[config.mk]
export PLATFORM = sky130hd
export DESIGN_NAME = uart_rx
export DESIGN_NICKNAME = d
export VERILOG_FILES = /design/src/rtl/uart_rx.sv
export SDC_FILE = /design/constraint.sdc
export NUM_CORES = 1
export LEC_CHECK = 0
export CAP_MARGIN = 10
export CORE_UTILIZATION = 60
export DETAILED_ROUTE_END_ITERATION = 8
export HOLD_SLACK_MARGIN = 0.06
export PLACE_DENSITY = 0.82
export SYNTH_ARGS = -nofsm -noshare
export SYNTH_HDL_FRONTEND = slang
export SYNTH_SLANG_ARGS = --single-unit
[constraint.sdc]
create_clock -name clk_t -period 2.5 [get_ports clk_t]
set_input_delay 0.25 -clock clk_t [delete_from_list [all_inputs] [get_ports clk_t]]
set_output_delay 0.25 -clock clk_t [all_outputs]
set_load 0.005 [all_outputs]
[src/rtl/uart_rx.sv]
// UART receiver: oversampled serial line to parallel word with parity/stop checks.
// Latency: data_valid rises OVERSAMPLE/2 + OVERSAMPLE*(DATA_BITS+PARITY_EN+1) + 3 edges after the first low rx sample.
// Backpressure: none; every accepted frame strobes data_valid and overwrites data_out.
module uart_rx #(
  parameter int OVERSAMPLE = 16,
  parameter int DATA_BITS  = 8,
  parameter int PARITY_EN  = 1
) (
  input  logic                 clk_t,
  input  logic                 rst_n,
  input  logic                 rx,
  output logic [DATA_BITS-1:0] data_out,
  output logic                 data_valid,
  output logic                 parity_err,
  output logic                 frame_err,
  output logic                 busy
);

  localparam int TW = $clog2(OVERSAMPLE);
  localparam int BW = (DATA_BITS > 1) ? $clog2(DATA_BITS) : 1;

  localparam logic [TW-1:0] TICK_MAX  = TW'(OVERSAMPLE - 1);
  localparam logic [TW-1:0] TICK_HALF = TW'(OVERSAMPLE / 2 - 1);
  localparam logic [BW-1:0] BIT_LAST  = BW'(DATA_BITS - 1);

  typedef enum logic [2:0] {
    IDLE    = 3'd0,
    START   = 3'd1,
    DATA    = 3'd2,
    PARITY  = 3'd3,
    STOP    = 3'd4,
    WAIT_HI = 3'd5
  } state_t;

  state_t               state;
  logic [TW-1:0]        tick;
  logic [BW-1:0]        bit_idx;
  logic [DATA_BITS-1:0] shift_reg;
  logic                 par_bit;
  logic                 rx_m;
  logic                 rx_s;

  // Two-flop synchroniser; resets to the idle-high line level so reset never fakes a start bit.
  always_ff @(posedge clk_t or negedge rst_n) begin
    if (!rst_n) begin
      rx_m <= 1'b1;
      rx_s <= 1'b1;
    end else begin
      rx_m <= rx;
      rx_s <= rx_m;
    end
  end

  // Frame FSM with counters and registered outputs; strobes default low every cycle.
  always_ff @(posedge clk_t or negedge rst_n) begin
    if (!rst_n) begin
      state      <= IDLE;
      tick       <= '0;
      bit_idx    <= '0;
      shift_reg  <= '0;
      par_bit    <= 1'b0;
      data_out   <= '0;
      data_valid <= 1'b0;
      parity_err <= 1'b0;
      frame_err  <= 1'b0;
      busy       <= 1'b0;
    end else begin
      data_valid <= 1'b0;
      parity_err <= 1'b0;
      frame_err  <= 1'b0;

      case (state)
        IDLE: begin
          if (!rx_s) begin
            state <= START;
            tick  <= '0;
            busy  <= 1'b1;
          end
        end

        START: begin
          if (tick == TICK_HALF) begin
            tick    <= '0;
            bit_idx <= '0;
            if (!rx_s) begin
              state <= DATA;
            end else begin
              // Start bit vanished by mid-bit: treat as line noise.
              state <= IDLE;
              busy  <= 1'b0;
            end
          end else begin
            tick <= tick + TW'(1);
          end
        end

        DATA: begin
          if (tick == TICK_MAX) begin
            tick      <= '0;
            shift_reg <= {rx_s, shift_reg[DATA_BITS-1:1]};
            bit_idx   <= bit_idx + BW'(1);
            if (bit_idx == BIT_LAST) begin
              state <= (PARITY_EN != 0) ? PARITY : STOP;
            end
          end else begin
            tick <= tick + TW'(1);
          end
        end

        PARITY: begin
          if (tick == TICK_MAX) begin
            tick    <= '0;
            par_bit <= rx_s;
            state   <= STOP;
          end else begin
            tick <= tick + TW'(1);
          end
        end

        STOP: begin
          if (tick == TICK_MAX) begin
            tick <= '0;
            if (rx_s) begin
              data_out   <= shift_reg;
              data_valid <= 1'b1;
              parity_err <= (PARITY_EN != 0) ? (par_bit ^ (^shift_reg)) : 1'b0;
              state      <= IDLE;
              busy       <= 1'b0;
            end else begin
              // Bad stop bit: drop the word and wait out a possible break.
              frame_err <= 1'b1;
              state     <= WAIT_HI;
            end
          end else begin
            tick <= tick + TW'(1);
          end
        end

        WAIT_HI: begin
          if (rx_s) begin
            state <= IDLE;
            busy  <= 1'b0;
          end
        end

        default: begin
          state <= IDLE;
          busy  <= 1'b0;
        end
      endcase
    end
  end

endmodule

After elaboration in Yosys (flattened, before gate mapping)
Cells that the tools add are included.

storage, ports and cells
  word-level logic and storage cells = 75
  bits in registers = 33
  output and inout bits = 12

operators by class
  bitwise gates (word level) = 2
  reduce and logical (&&, ||, !) cells = 13
  add/sub/neg operators = 2
  eq/ne operators = 15
  multiplexer cells = 31

operators by type and width
  cell                 count
  $mux 3               10
  $pmux 3 s6           1
  $ne 2x2->1 const B   7
  $mux 1               13
  $mux 4               3
  $pmux 4 s3           1
  $eq 3x3->1 const B   3
  $reduce_xor 8->1     1
  $reduce_and 7->1     1
  $eq 3x2->1 const B   2
  $pmux 3 s2           1
  $reduce_and 2->1     3
  $reduce_and 3->1     2
  $pmux 1 s5           1
  $add 4x1->4 const B  1
  $eq 4x3->1 const B   1
  $eq 4x4->1 const B   1
  $reduce_and 4->1     1
  $add 3x1->3 const B  1
  $eq 3x1->1 const B   1
  $logic_not 3->1      1
  $reduce_bool 3->1    1
  $reduce_or 3->1      1
  $mux 2               1
  other kinds (4)      4

Longest topological paths before layout
  depth after elaboration = 5
  gate-level depth with buffers = 5

Worst setup path before layout
OpenSTA, ideal clock, no wires.

  kind = register to register
  from = reg tick[0]
  to = reg state[1]
  buffers on the path = 0
  setup slack = 0.891 ns
  stages on the path, launching flop included = 6
  arrival time = 1.488 ns
  setup time = 0.122 ns
  data required time = 2.378 ns
  cells stage by stage = dfrtp_1 > ha_1 > a31oi_1 > o221ai_2 > or2_1 > a32o_1

between the ends
  longest elaborated chain between the ends = 3
  elaborated cells between the ends (all ways) = 7
  those cells by class = eq/ne: 6; reduce/logical: 1

ends and longest elaborated chain
  element                                   line  source
  start: declaration                        36    logic [TW-1:0] tick;
  start signal: assignment                  93    tick <= tick + TW'(1);
  start signal: assignment                  106   tick <= tick + TW'(1);
  start signal: assignment                  116   tick <= tick + TW'(1);
  $eq 4x4->1 or $eq 4x3->1 (tied branches)  --
  $ne 2x2->1 (no line)                      --
  $reduce_and 7->1 (no line) (*)            --
  end signal: assignment                    103   state <= (PARITY_EN != 0) ? PARITY : STOP;
  end: declaration                          35    state_t state;

Every way passes the cells marked *; elsewhere a longest branch is shown, timed or not.
A chain may end at the register's enable or synchronous reset.

Final worst setup path
  from = reg state[2]
  to = reg shift_reg[6]

between the ends
  longest elaborated chain between the ends = 2

ends and longest elaborated chain
  element                     line  source
  $eq 3x2->1                  72    case (state)
  $reduce_and 2->1 (no line)  --
  end signal: assignment      100   shift_reg <= {rx_s, shift_reg[DATA_BITS-1:1]};
  end: declaration            38    logic [DATA_BITS-1:0] shift_reg;

No other way between the ends.

==> impl_results.md <==
* Status: finished, final reports clean
* TritonRoute pass-1 iters at 4
* Register area at 828 µm²
* Mapped Area at 1620 µm²
* Final std cells w/o fill at between 150 and 200
* Critical path capture point type: flop
* Clock sinks at 33
* Vias per cell at 5.93
* Core area at between 2000 and 2500 µm²
* Yosys warnings at 0
* # diodes at 0
* Die X at 53.9 µm
* Clk_lat worst skew at 0.33 ns
* PortBufs at 14
* DR iter-0 viols at 13
* Slew headroom at 0.626
* Die area at slightly below 3000 µm²
* Num ports at 15
* Final setup fails at 0
* DRC viols at 0
* Post-layout util at 0.732
* Period minus WS final at 1.95 ns
* Post-DR wirelength/cell at 16.7 µm
* Synth cell types at 47
* Global-route wire length before repair at a little under 5 mm
* Worst Hold Class: in -> async
* Final Slew Violations at 0
* Skew final at slightly above 0.008 ns
* Pleak at 0.863 nW
* Total Routed Length at ~3.0 mm
* RePlAce Congestion at 0.795
* Die Ht at 53.9 µm
* Layout cells sized above 1 at 0.257
* Synthesis-to-layout area growth at 13.3%
* Xor-xnor portion of the synthesized cell area at 0.0519
* Placed Cells at 170
* R2r setup slk at 0.55 ns
* Post-cts resize count at 0
* Req. time, crit path at approximately 2.7 ns
* Tcrit/Tclk final at 0.778
* Worst-Margin Slew at 0.559 ns
* Crit Path Category: reg -> reg
* H-Tree Depth at 2
* Total number of vias at 1055
* Post-CTS Setup Bufs at 0
* # hold bufs at CTS at 0
* Largest net degree at the start of global routing at 34
* Setup crit start: state[2]
* Synthesized-area fraction occupied by adder cells at 0.0232
* Clock root cell: clkbuf_4
* Initial core utilization at 0.646
* Antenna violations before repair at 0
* Max Cap Violations at 0
* Maximum clock rate at 0.514 GHz
* Multiplexer share of the synthesized area at 0.140
* Async S/R FF share, synth at 1.00
* Total track usage at 0.252
* Vias in the first global route at 1032
* Post-synth top flop: dfrtp_1
* Fill cells at 161
* EDFF count, synth at 0
* CTS tree: built
* Cells after synthesis at roughly 130
* Largest family of logic cells by synthesized area: multiplexers
* Syn_area_per_cell at between 10 and 15 µm²
* Post-synthesis compound-gate area fraction at 0.122
* Final HPWL DP at 2.02 mm
* Post-DRT Antenna Nets at 0
* Layout Nets at 153
* Syn_nets at ~140
* Post-synthesis sequential area ratio at 0.513
* Peak supply drop at ~0.65 mV
* Pwr dens at 815 nW/µm²
* RSZ-0062 raised after global routing: false
* Reg-to-reg startpoint: state[2]
* Area of the multi-input gates at 721 µm²
* Final hold vios at 0
* Maximum buffer depth of the clock tree at 2
* Rows at 18
* Gr ovfl total at 0
* Simple-gate share of the synthesized area at 0.109
* CP Launch Type: flop
* Clk slew on worst S/H paths at ~0.10 ns
* CP max FO at 16
* FF+latch count, synth at 33
* Hold Slack at 0.298 ns
* Number of CTS-inserted buffers at 5
* Arrival time worst endpoint at 2.16 ns
* Setup TNS at 0 ns
* Total power at between 0.001 and 0.0015 W
[cell families (layout without fill, tap and decap cells)]
kind of cell	count (synthesis)	after routing
muxes	20	20
and+or+nand+nor	28	28
DFF	33	33
xor gates and xnor gates	8	8
AOI/OAI and AO/OA	26	26
adders and majority gates	3	3
buffers and inverters	13	30
[final cells by class]
class                           instances  area share
Multi-Input combinational cell         85       0.394
Tap cell                               30      0.0205
Sequential cell                        33       0.452
Timing Repair Buffer                   15      0.0807
Clock inverter                          1     0.00273
Inverter                                7      0.0144
Clock buffer                            7      0.0355
[report_power, final]
| part | switching (W) | internal, W |
|---|---|---|
| Clock | 0.000179 | 0.000163 |
| Sequential | 0.000117 | 0.000595 |
| Combinational | 0.000219 | 0.000218 |
| Total | 0.000516 | 0.000976 |
[per-layer routing]
layer  track usage  part of all wire
met5             0                 0
met2         0.387              0.50
met4         0.114             0.012
met1         0.328              0.46
met3        0.0763             0.032
[through the flow]
stage | setup slack, ns | area, µm²
floorplan | 0.891 | 1620
global placement | 0.667 | 1760
detailed placement | 0.588 | 1760
CTS | 0.573 | 1830
global route | 0.410 | 1830
finish | 0.554 | 1830
[Yosys cell counts, drive strengths merged, types with 3 or more instances]
| library cell | n | area (µm²) |
|---|---|---|
| nor2 | 4 | 22.5 |
| a21oi | 4 | 31.3 |
| nand2 | 5 | 18.8 |
| dfrtp | 31 | 776 |
| o21ai | 9 | 45.0 |
| mux2 | 18 | 206 |
| inv | 7 | 26.3 |
| or2 | 3 | 18.8 |
| xnor2 | 7 | 61.3 |
| ha | 3 | 37.5 |
| buf | 5 | 36.3 |
[critical path: stages, from the launching register on]
cell and delay, ns:
dfrtp_1 0.57, and2b_1 0.32, nand4_1 0.47, mux2_2 0.47
[cells in the final DEF, fill, tap and decap left out, drive strengths merged, types with 2 or more instances in the layout]
cell           instances
xnor2                  7
a21oi                  4
nand3                  2
a211oi                 2
o21ai                  9
dfstp                  2
dfrtp                 31
nand2                  5
mux2i                  2
nor2b                  2
and3                   2
nand4                  2
inv                    7
ha                     3
or2                    3
clkdlybuf4s50         14
mux2                  18
clkbuf                 7
nor2                   4
[final timing paths]
path                                end  cells past startpoint
min                                busy                      2
max reg2reg                shift_reg[6]                      3
max in group asynchronous          rx_s                      2
min in group clk_t                 rx_m                      1
max                        shift_reg[6]                      3
min reg2reg                        rx_s                      0
Power figures use the tool's default switching activity.
